===== config.mk =====
export PLATFORM = sky130hd
export DESIGN_NAME = write_buffer_flat
export DESIGN_NICKNAME = d
export VERILOG_FILES = /design/src/rtl/wb_pkg.sv /design/src/rtl/write_buffer_if.sv /design/src/rtl/wb_fifo.sv /design/src/rtl/write_buffer.sv /design/src/flat_wrapper.sv
export SDC_FILE = /design/constraint.sdc
export NUM_CORES = 1
export LEC_CHECK = 0
export CAP_MARGIN = 20
export CORE_AREA = 4 4 221 223
export CTS_CLUSTER_SIZE = 30
export DETAILED_ROUTE_END_ITERATION = 6
export DIE_AREA = 0 0 225 227
export SLEW_MARGIN = 0
export SYNTH_ARGS = -nofsm -noshare
export SYNTH_HDL_FRONTEND = slang
export SYNTH_SLANG_ARGS = --single-unit
export TNS_END_PERCENT = 1

===== constraint.sdc =====
create_clock -name clk -period 4.62 [get_ports clk]
set_input_delay 1.155 -clock clk [delete_from_list [all_inputs] [get_ports clk]]
set_output_delay 1.155 -clock clk [all_outputs]
set_load 0.005 [all_outputs]

===== src/rtl/wb_pkg.sv =====
// Shared types and constants for the posted write buffer.
// Default configuration; the write_buffer top takes matching parameters.
package wb_pkg;

  localparam int WB_DEPTH  = 4;
  localparam int WB_ADDR_W = 32;
  localparam int WB_DATA_W = 32;
  localparam int WB_PTR_W  = $clog2(WB_DEPTH);

  typedef logic [1:0] mem_state_t;

  localparam mem_state_t M_IDLE  = 2'd0;
  localparam mem_state_t M_WRITE = 2'd1;
  localparam mem_state_t M_READ  = 2'd2;
  localparam mem_state_t M_RWAIT = 2'd3;

  typedef struct packed {
    logic [WB_ADDR_W-1:0] addr;
    logic [WB_DATA_W-1:0] data;
  } wb_entry_t;

endpackage


===== src/rtl/write_buffer_if.sv =====
// Cache-side request/response and memory-side bus of the write buffer.
// slave = the buffer, master = the cache/memory environment.
interface write_buffer_if #(
  parameter int ADDR_W = 32,
  parameter int DATA_W = 32
) ();

  logic              req_valid;
  logic              req_wr;
  logic [ADDR_W-1:0] req_addr;
  logic [DATA_W-1:0] req_data;
  logic              req_ready;
  logic              resp_valid;
  logic [DATA_W-1:0] resp_data;
  logic              mem_valid;
  logic              mem_wr;
  logic [ADDR_W-1:0] mem_addr;
  logic [DATA_W-1:0] mem_data;
  logic              mem_ready;
  logic              mem_resp_valid;
  logic [DATA_W-1:0] mem_resp_data;

  modport slave (
    input  req_valid, req_wr, req_addr, req_data, mem_ready, mem_resp_valid, mem_resp_data,
    output req_ready, resp_valid, resp_data, mem_valid, mem_wr, mem_addr, mem_data
  );

  modport master (
    output req_valid, req_wr, req_addr, req_data, mem_ready, mem_resp_valid, mem_resp_data,
    input  req_ready, resp_valid, resp_data, mem_valid, mem_wr, mem_addr, mem_data
  );

endinterface


===== src/rtl/wb_fifo.sv =====
// Circular write-buffer storage with in-place data update and a
// youngest-match associative address search.
module wb_fifo #(
  parameter int DEPTH  = 4,
  parameter int ADDR_W = 32,
  parameter int DATA_W = 32,
  localparam int PTR_W = $clog2(DEPTH),
  localparam int CNT_W = PTR_W + 1
) (
  input  logic              clk,
  input  logic              rst_n,
  input  logic              push,
  input  logic [ADDR_W-1:0] push_addr,
  input  logic [DATA_W-1:0] push_data,
  input  logic              pop,
  input  logic              upd,
  input  logic [PTR_W-1:0]  upd_idx,
  input  logic [DATA_W-1:0] upd_data,
  input  logic [ADDR_W-1:0] srch_addr,
  output logic              srch_hit,
  output logic [PTR_W-1:0]  srch_idx,
  output logic [DATA_W-1:0] srch_data,
  output logic [PTR_W-1:0]  head_idx,
  output logic [ADDR_W-1:0] head_addr,
  output logic [DATA_W-1:0] head_data,
  output logic [CNT_W-1:0]  count
);

  logic [ADDR_W-1:0] addr_q [DEPTH];
  logic [ADDR_W-1:0] addr_d [DEPTH];
  logic [DATA_W-1:0] data_q [DEPTH];
  logic [DATA_W-1:0] data_d [DEPTH];
  logic [PTR_W-1:0]  head_q, head_d, tail_q, tail_d;
  logic [CNT_W-1:0]  count_q, count_d;
  logic [PTR_W-1:0]  idx_s;
  logic              match_s;

  always_comb begin
    addr_d  = addr_q;
    data_d  = data_q;
    head_d  = head_q;
    tail_d  = tail_q;
    if (upd) begin
      data_d[upd_idx] = upd_data;
    end else begin
      data_d[upd_idx] = data_q[upd_idx];
    end
    if (push) begin
      addr_d[tail_q] = push_addr;
      data_d[tail_q] = push_data;
      tail_d         = tail_q + PTR_W'(1);
    end else begin
      tail_d = tail_q;
    end
    if (pop) begin
      head_d = head_q + PTR_W'(1);
    end else begin
      head_d = head_q;
    end
    count_d = count_q + CNT_W'(push) - CNT_W'(pop);
  end

  // Scan oldest to youngest so the last match left standing is the youngest.
  always_comb begin
    srch_hit = 1'b0;
    srch_idx = head_q;
    idx_s    = head_q;
    match_s  = 1'b0;
    for (int k = 0; k < DEPTH; k++) begin
      idx_s    = head_q + PTR_W'(k);
      match_s  = (CNT_W'(k) < count_q) && (addr_q[idx_s] == srch_addr);
      srch_hit = srch_hit | match_s;
      srch_idx = match_s ? idx_s : srch_idx;
    end
  end

  assign srch_data = data_q[srch_idx];
  assign head_idx  = head_q;
  assign head_addr = addr_q[head_q];
  assign head_data = data_q[head_q];
  assign count     = count_q;

  always_ff @(posedge clk or negedge rst_n) begin
    if (!rst_n) begin
      for (int i = 0; i < DEPTH; i++) begin
        addr_q[i] <= {ADDR_W{1'b0}};
        data_q[i] <= {DATA_W{1'b0}};
      end
      head_q  <= {PTR_W{1'b0}};
      tail_q  <= {PTR_W{1'b0}};
      count_q <= {CNT_W{1'b0}};
    end else begin
      addr_q  <= addr_d;
      data_q  <= data_d;
      head_q  <= head_d;
      tail_q  <= tail_d;
      count_q <= count_d;
    end
  end

endmodule


===== src/rtl/write_buffer.sv =====
// Posted write buffer: acks writes at once, drains them in the background,
// forwards buffered reads. Optional macro WB_WRITE_MERGE_EN merges non-head writes.
module write_buffer
  import wb_pkg::*;
#(
  parameter int DEPTH  = 4,
  parameter int ADDR_W = 32,
  parameter int DATA_W = 32
) (
  input logic           clk,
  input logic           rst_n,
  write_buffer_if.slave bus
);

  localparam int PTR_W = $clog2(DEPTH);
  localparam int CNT_W = PTR_W + 1;
`ifdef WB_WRITE_MERGE_EN
  localparam logic MERGE_EN = 1'b1;
`else
  localparam logic MERGE_EN = 1'b0;
`endif

  mem_state_t        state_q, state_d;
  logic              rd_pend_q, rd_pend_d;
  logic [ADDR_W-1:0] rd_addr_q, rd_addr_d;
  logic              resp_valid_q, resp_valid_d;
  logic [DATA_W-1:0] resp_data_q, resp_data_d;

  logic              srch_hit_s;
  logic [PTR_W-1:0]  srch_idx_s, head_idx_s;
  logic [DATA_W-1:0] srch_data_s, head_data_s;
  logic [ADDR_W-1:0] head_addr_s;
  logic [CNT_W-1:0]  count_s;
  logic              not_full_s, mergeable_s, accept_s, wr_acc_s, rd_acc_s;
  logic              merge_s, push_s, pop_s, rsp_in_s;

  // The head may already be on the memory bus, so it is never a merge target.
  assign not_full_s  = count_s < CNT_W'(DEPTH);
  assign mergeable_s = MERGE_EN && bus.req_wr && srch_hit_s && (srch_idx_s != head_idx_s);
  assign bus.req_ready = !rd_pend_q && (not_full_s || mergeable_s);

  assign accept_s = bus.req_valid && bus.req_ready;
  assign wr_acc_s = accept_s && bus.req_wr;
  assign rd_acc_s = accept_s && !bus.req_wr;
  assign merge_s  = wr_acc_s && mergeable_s;
  assign push_s   = wr_acc_s && !mergeable_s;
  assign pop_s    = (state_q == M_WRITE) && bus.mem_ready;
  assign rsp_in_s = (state_q == M_RWAIT) && bus.mem_resp_valid;

  wb_fifo #(.DEPTH(DEPTH), .ADDR_W(ADDR_W), .DATA_W(DATA_W)) u_fifo (
    .clk       (clk),
    .rst_n     (rst_n),
    .push      (push_s),
    .push_addr (bus.req_addr),
    .push_data (bus.req_data),
    .pop       (pop_s),
    .upd       (merge_s),
    .upd_idx   (srch_idx_s),
    .upd_data  (bus.req_data),
    .srch_addr (bus.req_addr),
    .srch_hit  (srch_hit_s),
    .srch_idx  (srch_idx_s),
    .srch_data (srch_data_s),
    .head_idx  (head_idx_s),
    .head_addr (head_addr_s),
    .head_data (head_data_s),
    .count     (count_s)
  );

  always_comb begin
    state_d = state_q;
    case (state_q)
      M_IDLE: begin
        if (rd_pend_q) begin
          state_d = M_READ;
        end else if (count_s != CNT_W'(0)) begin
          state_d = M_WRITE;
        end else begin
          state_d = M_IDLE;
        end
      end
      M_WRITE: state_d = bus.mem_ready ? M_IDLE : M_WRITE;
      M_READ:  state_d = bus.mem_ready ? M_RWAIT : M_READ;
      M_RWAIT: state_d = bus.mem_resp_valid ? M_IDLE : M_RWAIT;
      default: state_d = M_IDLE;
    endcase
  end

  always_comb begin
    rd_pend_d    = rd_pend_q;
    rd_addr_d    = rd_addr_q;
    resp_valid_d = wr_acc_s || (rd_acc_s && srch_hit_s) || rsp_in_s;
    resp_data_d  = {DATA_W{1'b0}};
    if (rd_acc_s && !srch_hit_s) begin
      rd_pend_d = 1'b1;
      rd_addr_d = bus.req_addr;
    end else if (rsp_in_s) begin
      rd_pend_d = 1'b0;
    end else begin
      rd_pend_d = rd_pend_q;
    end
    if (rd_acc_s && srch_hit_s) begin
      resp_data_d = srch_data_s;
    end else if (rsp_in_s) begin
      resp_data_d = bus.mem_resp_data;
    end else begin
      resp_data_d = {DATA_W{1'b0}};
    end
  end

  always_comb begin
    bus.mem_valid = 1'b0;
    bus.mem_wr    = 1'b0;
    bus.mem_addr  = {ADDR_W{1'b0}};
    bus.mem_data  = {DATA_W{1'b0}};
    case (state_q)
      M_WRITE: begin
        bus.mem_valid = 1'b1;
        bus.mem_wr    = 1'b1;
        bus.mem_addr  = head_addr_s;
        bus.mem_data  = head_data_s;
      end
      M_READ: begin
        bus.mem_valid = 1'b1;
        bus.mem_addr  = rd_addr_q;
      end
      default: bus.mem_valid = 1'b0;
    endcase
  end

  assign bus.resp_valid = resp_valid_q;
  assign bus.resp_data  = resp_data_q;

  always_ff @(posedge clk or negedge rst_n) begin
    if (!rst_n) begin
      state_q      <= M_IDLE;
      rd_pend_q    <= 1'b0;
      rd_addr_q    <= {ADDR_W{1'b0}};
      resp_valid_q <= 1'b0;
      resp_data_q  <= {DATA_W{1'b0}};
    end else begin
      state_q      <= state_d;
      rd_pend_q    <= rd_pend_d;
      rd_addr_q    <= rd_addr_d;
      resp_valid_q <= resp_valid_d;
      resp_data_q  <= resp_data_d;
    end
  end

endmodule


===== src/flat_wrapper.sv =====
// flat-port wrapper written by rule: the top's interface ports become plain ports
module write_buffer_flat import wb_pkg::*;
#(
  parameter int DEPTH  = 4,
  parameter int ADDR_W = 32,
  parameter int DATA_W = 32
)
  (clk, rst_n, bus_req_valid, bus_req_wr, bus_req_addr, bus_req_data, bus_mem_ready, bus_mem_resp_valid, bus_mem_resp_data, bus_req_ready, bus_resp_valid, bus_resp_data, bus_mem_valid, bus_mem_wr, bus_mem_addr, bus_mem_data);
  write_buffer_if #(.ADDR_W(ADDR_W), .DATA_W(DATA_W)) bus_i ();
  input logic clk;
  input logic rst_n;
  input wire logic [$bits(bus_i.req_valid)-1:0] bus_req_valid;
  input wire logic [$bits(bus_i.req_wr)-1:0] bus_req_wr;
  input wire logic [$bits(bus_i.req_addr)-1:0] bus_req_addr;
  input wire logic [$bits(bus_i.req_data)-1:0] bus_req_data;
  input wire logic [$bits(bus_i.mem_ready)-1:0] bus_mem_ready;
  input wire logic [$bits(bus_i.mem_resp_valid)-1:0] bus_mem_resp_valid;
  input wire logic [$bits(bus_i.mem_resp_data)-1:0] bus_mem_resp_data;
  output wire logic [$bits(bus_i.req_ready)-1:0] bus_req_ready;
  output wire logic [$bits(bus_i.resp_valid)-1:0] bus_resp_valid;
  output wire logic [$bits(bus_i.resp_data)-1:0] bus_resp_data;
  output wire logic [$bits(bus_i.mem_valid)-1:0] bus_mem_valid;
  output wire logic [$bits(bus_i.mem_wr)-1:0] bus_mem_wr;
  output wire logic [$bits(bus_i.mem_addr)-1:0] bus_mem_addr;
  output wire logic [$bits(bus_i.mem_data)-1:0] bus_mem_data;
  assign bus_i.req_valid = bus_req_valid;
  assign bus_i.req_wr = bus_req_wr;
  assign bus_i.req_addr = bus_req_addr;
  assign bus_i.req_data = bus_req_data;
  assign bus_i.mem_ready = bus_mem_ready;
  assign bus_i.mem_resp_valid = bus_mem_resp_valid;
  assign bus_i.mem_resp_data = bus_mem_resp_data;
  assign bus_req_ready = bus_i.req_ready;
  assign bus_resp_valid = bus_i.resp_valid;
  assign bus_resp_data = bus_i.resp_data;
  assign bus_mem_valid = bus_i.mem_valid;
  assign bus_mem_wr = bus_i.mem_wr;
  assign bus_mem_addr = bus_i.mem_addr;
  assign bus_mem_data = bus_i.mem_data;
  write_buffer #(.DEPTH(DEPTH), .ADDR_W(ADDR_W), .DATA_W(DATA_W)) u_core (.clk(clk), .rst_n(rst_n), .bus(bus_i));
endmodule

# After elaboration in Yosys (flattened, before gate mapping)
# Cells that the tools add are included.
# word_totals
out_inout_bits	100
input_bits	102
register_bits	331
# classes
n_eq_ne	7
reduce_logical	23
muxes	43
n_bitwise	9
n_addsub	6
order_cmp	13
# op_table
cell	count
32-bit two-way mux	17
32-bit binary-select mux with 2-bit select	6
128-bit bitwise mux	3
32-bit demux with 2-bit select	2
32-bit == test	4
128-bit two-way mux	1
32-bit case mux with 2 select lines	1
3-bit >= comparator (second input constant)	6
2-bit NOT with 3-bit output	6
1-bit logical AND	14
2-bit two-way mux	5
2-bit case mux with 4 select lines	1
1-bit two-way mux	7
1-bit by 3-bit < comparator with 1-bit output (first input constant)	2
2-bit by 3-bit < comparator with 1-bit output (first input constant)	2
3-bit by 1-bit < comparator with 1-bit output (second input constant)	2
2-bit by 1-bit adder with 2-bit output (second input constant)	2
2-bit adder (second input constant)	2
2-bit == test (second input constant)	2
3-bit by 1-bit adder with 3-bit output	1
1-bit logical NOT	3
3-bit < comparator (second input constant)	1
1-bit OR	3
3-bit nonzero test	1
other kinds (6)	7

# Longest topological paths before layout
# Gate-level depths: netlist of run 1.
# depth
depth_word	18
depth_mapped	19
depth_no_buf	12

# Modules after synthesis
# Synthesis of run 1 repeated with hierarchy kept, for this count alone.
# unflattened
hier_cells	2078
hier_area_um2	22048.6
# modules_own_cells
module	cells_each	seq_area_each_um2	n_inst	area_each_um2
wb_fifo	1766	6581.3	1	18315.1
write_buffer	312	1701.6	1	3733.6

# Worst setup path before layout of run 1
# Ideal clock, no wire load.
# synth_path
kind	register to output
start	reg u_core.u_fifo.head_q[1], in the netlist u_core.u_fifo.head_idx[1]
end	out bus_mem_data[27]
arrival_time_ns	2.876
path_stages_with_launch	14
required_time_ns	3.465
n_path_buf	10
path_slack_ns	0.589
path_cell_list	dfrtp_1 > buf_6 > buf_12 > buf_8 > buf_12 > buf_8 > buf_6 > buf_6 > clkbuf_1 > clkbuf_1 > buf_1 > and2_1 > a211oi_1 > a311oi_1
# synth_between
elab_chain_cells	5
# synth_rtl
item	line_no	text
from (decl)	wb_fifo.sv:33	logic [PTR_W-1:0] head_q, head_d, tail_q, tail_d;
from (signal assigned)	wb_fifo.sv:89	head_q <= {PTR_W{1'b0}};
2-bit NOT with 3-bit output (not written as such)	wb_fifo.sv:80	assign head_data = data_q[head_q];
32-bit binary-select mux with 2-bit select	wb_fifo.sv:80	
32-bit two-way mux (not written as such) (2 in series)	wb_fifo.sv:80	
32-bit two-way mux	write_buffer.sv:116	case (state_q)
to (decl)	flat_wrapper.sv:25	output wire logic [$bits(bus_i.mem_data)-1:0] bus_mem_data;
# No other way between the ends. The select of a mux whose other input is x is not followed.

# Worst setup path after layout of run 1
# layout_path
start	reg u_core.u_fifo.head_q[1], in the netlist u_core.u_fifo.head_idx[1]
end	reg u_core.resp_data_q[16], in the netlist u_core.bus.resp_data[16]
# layout_between
elab_chain_cells	15
# layout_rtl
item	line_no	text
2-bit by 1-bit adder with 2-bit output	wb_fifo.sv:70	idx_s = head_q + PTR_W'(k);
2-bit NOT with 3-bit output (not written as such)	wb_fifo.sv:71	match_s = (CNT_W'(k) < count_q) && (addr_q[idx_s] == srch_addr);
32-bit binary-select mux with 2-bit select	wb_fifo.sv:71	
32-bit two-way mux (not written as such) (2 in series)	wb_fifo.sv:71	
32-bit == test	wb_fifo.sv:71	
1-bit logical AND	wb_fifo.sv:71	
2-bit two-way mux (3 in series)	wb_fifo.sv:73	srch_idx = match_s ? idx_s : srch_idx;
2-bit NOT with 3-bit output	-	
32-bit binary-select mux with 2-bit select	wb_fifo.sv:77	assign srch_data = data_q[srch_idx];
32-bit two-way mux (not written as such) (2 in series)	wb_fifo.sv:77	
32-bit two-way mux *	write_buffer.sv:102	if (rd_acc_s && srch_hit_s) begin
named net u_core.resp_data_d[16]	write_buffer.sv:27	logic [DATA_W-1:0] resp_data_q, resp_data_d;
to (signal assigned)	write_buffer.sv:140	resp_data_q <= {DATA_W{1'b0}};
to (signal assigned)	write_buffer.sv:146	resp_data_q <= resp_data_d;
to (decl)	write_buffer.sv:27	
# The timed path passes the listed nets; every way through them passes the cells marked *. The select of a mux whose other input is x is not followed.
# A chain may end at the register's enable or synchronous reset.

==> metrics.csv, run 1 <==
metric,value,unit
DP Area,23900,sq um
fmax,0.223,GHz
Ports,202,
unrepaired setup endpoints after global routing,no,
# nets final,2202,
share of post-route cells with drive strength above 1,25.0,%
"Hold-fix buffers, CTS",0,
count of final max-slew check failures,0,
Post-synth EDFFs,0,
clock tree buffer depth,3,
slew margin rel.,41.7,%
met3 Use GR,3.79,%
final instance area,25200,sq um
Total GRT Usage,27.4,%
Unique masters post-synth,76,
startpoint types,flop,
final setup fails,0,
setup skew after layout,24.0,ps
Post-CTS Setup Inserts,0,
Via-to-Cell Ratio,6.18,
clock-pin transition on the worst setup and hold timing paths,60,ps
Wirelength per Cell,26.1,microns
LEAKAGE,11.0,nW
Die X,225,microns
ys async rst share,100,%
Peak VDD IR,330,uV
syn_nets,2027,
core area,46600,sq um
GRT overflow,0,
"Clk Latency, worst-skew pair",570,ps
post-placement cell count,2652,
Syn. warnings,0,
Fin Hold WS,482,ps
Worst Hold Class,reg2reg,
Resize count post-CTS,0,
Finished Layout Cells,2726,
Initial Util,44.8,%
status,"finished, final reports clean",
clock root buffer,clkbuf_16,
Final Hold Viols,0,
CTS Buf Count,40,
most used routing layer,met2,
RePlAce Congestion,0.948,
total power,0.0178,W
Post-Syn Area,20900,sq um
I/O Buffers,201,
pin slew with the least headroom to its limit,875,ps
row count,79,
H-tree levels,2,
GRT met1 Usage,37.3,%
critical path capture point type,flop,
minimum clock period,4480,ps
grt met2 use,46.4,%
WP data arrival,4950,ps
vias in the first global route,17100,
Final period util,97.0,%
required time of the critical path,5090,ps
Mapped Cells,1912,
DR DRC count,0,
"FF+latch count, synth",331,
Die ar.,51100,sq um
Detailed Route WL,71100,microns
via count,16900,
Area Growth Syn to Fin,20.9,%
CTS tree,yes,
Die Y,227,microns
post-DP HPWL,48100,microns
"Avg Cell Area, Syn",10.9,sq um
"Max FO, Critical Path",44,
drt first pass iters,6,
largest net degree at the start of global routing,105,
fillers,4060,
Final ANT Viol Nets,0,
sequential area share after synthesis,39.7,%
first-pass GRT wire length,108000,microns
"Top FF cell, synth",dfrtp_1,
clk sinks,331,
CP Class,reg2reg,
Pwr per Cell Area,706,nW/um^2
maxcap violations,0,
number of antenna violations at the first check in global routing,4,
Starting DRT DRC Count,1279,
[worst max-delay path, stage by stage, from the launching register on]
cell and delay (ps):
dfrtp_4 660, buf_12 300, buf_4 190, mux2i_1 330, mux2i_1 150, xnor2_1 150, a2111oi_0 680, nand4_1 310
nand3b_1 430, buf_4 410, a221o_1 380, nand2_1 60, o21ai_0 70, a31oi_1 200
[Yosys cell counts, types with 15 or more instances]
| library cell | number | area (sq um) |
|---|---|---|
| o311a_1 | 15 | 150 |
| a211oi_1 | 21 | 158 |
| mux4_2 | 73 | 1640 |
| and2_1 | 35 | 219 |
| a311oi_1 | 16 | 140 |
| a21o_1 | 30 | 225 |
| xor2_1 | 20 | 175 |
| nand2_1 | 258 | 968 |
| clkbuf_1 | 101 | 379 |
| buf_1 | 17 | 63.8 |
| o2111ai_1 | 22 | 193 |
| a221o_1 | 29 | 290 |
| nand4_1 | 16 | 100 |
| a21oi_1 | 19 | 95.1 |
| xnor2_1 | 83 | 727 |
| inv_1 | 22 | 82.6 |
| dfrtp_1 | 331 | 8280 |
| o21ai_0 | 78 | 390 |
| nor2_1 | 24 | 90.1 |
| mux2_2 | 250 | 2820 |
| a31oi_1 | 36 | 225 |
| nor2b_1 | 52 | 325 |
| buf_2 | 30 | 150 |
| mux2i_1 | 118 | 1180 |
| o21ai_1 | 15 | 75.1 |
| a22oi_1 | 35 | 263 |
[where the power goes]
| part | leakage, nW | total, W | internal [W] | switching (W) |
|---|---|---|---|---|
| Sequential | 4.24 | 0.00529 | 0.00412 | 0.00117 |
| Clock | 0.663 | 0.00316 | 0.00189 | 0.00127 |
| Combinational | 6.08 | 0.00938 | 0.00458 | 0.00480 |
| Total | 11.0 | 0.0178 | 0.0106 | 0.00724 |
[placed cells by master, fill, tap and decap left out, types with 20 or more instances in the layout]
cell             synthesis  layout
mux4_2                  73      73
buf_4                   14      88
mux2_2                 250     250
a22oi_1                 35      35
o21ai_0                 78      78
nor2_1                  24      24
dfrtp_1                331     329
a221o_1                 29      29
xnor2_1                 83      83
inv_1                   22      21
xor2_1                  20      20
nor2b_1                 52      52
clkbuf_16                0      40
and2_1                  35      35
mux2i_1                118     118
a211oi_1                21      21
buf_12                   2      21
a21o_1                  30      30
nand2_1                258     254
o2111ai_1               22      22
clkdlybuf4s50_1          0     200
a31oi_1                 36      36
[layout make-up]
cell class / instances / area, sq um / share of cell area (%)
Clock inverter: 15 / 146 / 0.580
Inverter: 25 / 95.1 / 0.377
Antenna cell: 3 / 7.51 / 0.0297
Sequential cell: 331 / 8290 / 32.8
Multi-Input combinational cell: 1379 / 11700 / 46.2
Timing Repair Buffer: 310 / 3100 / 12.3
Tap cell: 607 / 759 / 3.01
Clock buffer: 56 / 1180 / 4.68
[cell families after synthesis]
logic type | after synthesis | synth area share, %
multiplexers | 441 | 27.0
buffers and inverters | 202 | 4.72
XOR/XNOR | 103 | 4.32
AND/OR/NAND/NOR | 443 | 9.92
adder cells (fa/ha/maj) | 13 | 0.815
AO/OA/AOI/OAI | 379 | 13.5
flip-flops | 331 | 39.7
[state kept, by name (all words and copies together) (netlist names)]
signal	count
u_core.bus.resp_data	32
u_core.bus.resp_valid	1
u_core.rd_addr_q	32
u_core.rd_pend_q	1
u_core.state_q	2
u_core.u_fifo.addr_q	128
u_core.u_fifo.count	3
u_core.u_fifo.data_q	128
u_core.u_fifo.head_idx	2
u_core.u_fifo.tail_q	2
[final timing paths]
| check | start | end | slack [ps] | cells after the start |
|---|---|---|---|---|
| setup / recovery | u_core.u_fifo.head_idx[1] | u_core.bus.resp_data[16] | 140 | 13 |
| hold / removal | u_core.rd_addr_q[21] | u_core.rd_addr_q[21] | 480 | 2 |
| setup reg to reg | u_core.u_fifo.head_idx[1] | u_core.bus.resp_data[16] | 140 | 13 |
| hold reg to reg | u_core.rd_addr_q[21] | u_core.rd_addr_q[21] | 480 | 2 |
| max in group asynchronous | rst_n | u_core.u_fifo.addr_q[112] | 3080 | 2 |
| min in group asynchronous | rst_n | u_core.u_fifo.addr_q[10] | 540 | 1 |
[stage by stage]
stage	setup TNS, ps	util [%]	setup WS, ps
6_report	0	54.2	138
4_1_cts	0	54.2	80.1
3_5_place_dp	-55.4	51.3	-16.8
3_3_place_gp	-31.3	51.3	-12.3
2_1_floorplan	0	-	589
5_1_grt	0	54.2	10.9
[per-layer routing]
metal	wire length (microns)	share of wire [%]
met3	3990	5.6
met2	34900	49
met1	30500	43
met5	13	0.018
met4	1690	2.4
No activity file was read; power rests on OpenSTA's default activity.
==> inputs of run 2 (changes only) <==
--- a/config.mk
+++ b/config.mk
@@ -5,11 +5,12 @@
 export SDC_FILE = /design/constraint.sdc
 export NUM_CORES = 1
 export LEC_CHECK = 0
+export ABC_AREA = 1
 export CAP_MARGIN = 20
-export CORE_AREA = 4 4 221 223
+export CORE_AREA = 4 4 222 224
 export CTS_CLUSTER_SIZE = 30
 export DETAILED_ROUTE_END_ITERATION = 6
-export DIE_AREA = 0 0 225 227
+export DIE_AREA = 0 0 226 228
 export SLEW_MARGIN = 0
 export SYNTH_ARGS = -nofsm -noshare
 export SYNTH_HDL_FRONTEND = slang
==> metrics.csv, run 2 <==
metric,value,unit
syn_nets,3142,
unrepaired setup endpoints after global routing,no,
Die X,226,microns
Post-Syn Area,21200,sq um
critical path capture point type,output port,
Detailed Route WL,72000,microns
Post-synth EDFFs,0,
CP Class,reg2out,
"FF+latch count, synth",331,
final setup fails,0,
status,"finished, final reports clean",
H-tree levels,2,
Worst Hold Class,reg2reg,
"count leader, synth",nand2_1,
registers with the most flip-flops,"u_core.u_fifo.addr_q x128, u_core.u_fifo.data_q x128",
fillers,4598,
reg-to-reg endpoint,u_core.bus.resp_data[8],
CTS Buf Count,42,
vias in the first global route,20400,
Post-CTS Setup Inserts,0,
Multi-input gate area,11000,sq um
Fin Setup TNS,0,ps
Fin Hold WS,483,ps
"Avg Cell Area, Syn",7.00,sq um
# nets final,3256,
clock tree buffer depth,3,
maxcap violations,0,
count of final max-slew check failures,0,
I/O Buffers,201,
clock-pin transition on the worst setup and hold timing paths,60,ps
Die ar.,51500,sq um
GRT overflow,0,
Via-to-Cell Ratio,5.49,
Resize count post-CTS,0,
"Clk Latency, worst-skew pair",590,ps
row count,80,
largest net degree at the start of global routing,94,
setup skew after layout,20.7,ps
Die Y,228,microns
pin slew with the least headroom to its limit,840,ps
Peak VDD IR,615,uV
DR DRC count,0,
number of antenna violations at the first check in global routing,8,
RePlAce Congestion,0.954,
Reg-to-Reg Start,u_core.u_fifo.head_idx[0],
sequential area share after synthesis,39.1,%
Reg area,8290,sq um
first-pass GRT wire length,113000,microns
share of the synthesized area in the top cell type,39.1,%
Hold Path End,u_core.rd_addr_q[26],
hold path depth,2,
hold path startpoint,u_core.rd_addr_q[26],
Final period util,94.3,%
clk sinks,331,
Final Hold Viols,0,
share of post-route cells with drive strength above 1,7.06,%
Area Growth Syn to Fin,18.6,%
Total GRT Usage,27.6,%
drt first pass iters,6,
minimum clock period,4350,ps
flop-to-flop setup slack,490,ps
WP data arrival,3200,ps
"Top FF cell, synth",dfrtp_1,
required time of the critical path,3460,ps
FF-to-FF path depth,21,
"Max FO, Critical Path",72,
core area,47300,sq um
startpoint types,flop,
CTS tree,yes,
"Hold-fix buffers, CTS",0,
clock root buffer,clkbuf_16,
Initial Util,44.8,%
cell taking the most area after synthesis,dfrtp_1,
Syn. warnings,0,
Starting DRT DRC Count,1749,
fmax,0.230,GHz
largest cells by area after synthesis,"dfrtp_1, nand2_1, nand3_1, inv_1, o21ai_0",
slew margin rel.,44.0,%
Ports,202,
via count,20800,
post-DP HPWL,47300,microns
LEAKAGE,12.4,nW
Mapped Cells,3027,
Unique masters post-synth,41,
Wirelength per Cell,19.0,microns
final worst slack,265,ps
Final ANT Viol Nets,0,
"commonest cells after routing, fill and taps aside","nand2_1, dfrtp_1, nand3_1",
most frequent cells after synthesis,"nand2_1, dfrtp_1, nand3_1, inv_1, o21ai_0",
Pwr per Cell Area,739,nW/um^2
ys async rst share,100,%
"commonest non-fill, non-tap cell in the layout",nand2_1,
DP Worst Slack,321,ps
-- run 2: cell count changes after synthesis, sizes merged, moves of 99 or more --
| cell | delta |
|---|---|
| o21ai | +121 |
| nor2 | +99 |
| nand3 | +286 |
| mux2 | -188 |
| nand2 | +977 |
| inv | +226 |
-- run 2: layout make-up --
| type | count | area share, % |
|---|---|---|
| clock buffer | 64 | 5.03 |
| inverter | 250 | 3.73 |
| multi-input combinational | 2261 | 43.9 |
| antenna | 2 | 0.0199 |
| sequential | 331 | 33.0 |
| timing repair buffer | 255 | 10.7 |
| tap | 615 | 3.06 |
| clock inverter | 13 | 0.652 |
-- run 2: how the worst max path moves through the flow --
stage	start	endpoint	slack [ps]	cells after the start
after floorplan	bus_req_addr[20]	u_core.bus.resp_data[10]	1620	18
after global placement	bus_req_addr[26]	u_core.bus.resp_data[8]	340	17
after detailed placement	bus_req_addr[26]	u_core.bus.resp_data[31]	320	17
after CTS	u_core.u_fifo.head_idx[0]	bus_mem_addr[29]	200	8
after global routing	u_core.u_fifo.head_idx[0]	bus_mem_data[10]	130	7
final	u_core.u_fifo.head_idx[1]	bus_mem_addr[3]	270	6
-- run 2: metal layers --
layer / global-route usage, % / vias up / wire length [microns]
li1: - / 9971 / -
met1: 36.4 / 9945 / 31000
met2: 45.2 / 724 / 33800
met3: 5.71 / 156 / 4820
met4: 9.11 / 10 / 2320
met5: 0 / - / 74
-- run 2: through the flow --
step                      total power (W)  cells  cell area, sq um  utilization, %
after floorplan                    0.0119   3027             21200               -
after global placement             0.0149   3712             23700            50.1
after detailed placement           0.0151   3712             23700            50.1
after CTS                          0.0186   3789             25100            53.1
after global routing               0.0202   3791             25100            53.1
final                              0.0186   3791             25100            53.1
-- run 2: worst max-delay path, cell delays in order (launching register included) --
cell	delay, ps
dfrtp_2	560
inv_2	160
buf_12	340
o21ai_0	250
or2_2	320
a21oi_1	370
clkdlybuf4s50_1	600
-- run 2: cells by family (layout without fill, tap and decap cells) --
kind of cell,Yosys count,count (layout),share of synthesized area [%]
buffers and inverters,435,582,9.07
muxes,126,126,6.32
and+or+nand+nor,1702,1702,32.6
AOI/OAI and AO/OA,397,397,11.2
other,0,2,0
DFF,331,331,39.1
adders and majority gates,13,13,0.803
xor gates and xnor gates,23,23,0.951
-- run 2: report_power, final --
part | switching (W) | leakage, nW | internal (W)
Combinational | 0.00655 | 7.74 | 0.00366
Sequential | 0.000821 | 4.00 | 0.00414
Clock | 0.00138 | 0.699 | 0.00201
==> inputs of run 3 (changes only) <==
--- a/config.mk
+++ b/config.mk
@@ -11,7 +11,7 @@
 export CTS_CLUSTER_SIZE = 30
 export DETAILED_ROUTE_END_ITERATION = 6
 export DIE_AREA = 0 0 226 228
-export SLEW_MARGIN = 0
+export SLEW_MARGIN = 5
 export SYNTH_ARGS = -nofsm -noshare
 export SYNTH_HDL_FRONTEND = slang
 export SYNTH_SLANG_ARGS = --single-unit
==> results of run 3 <==
Final layout, timing and power as in run 2 (identical DEF).
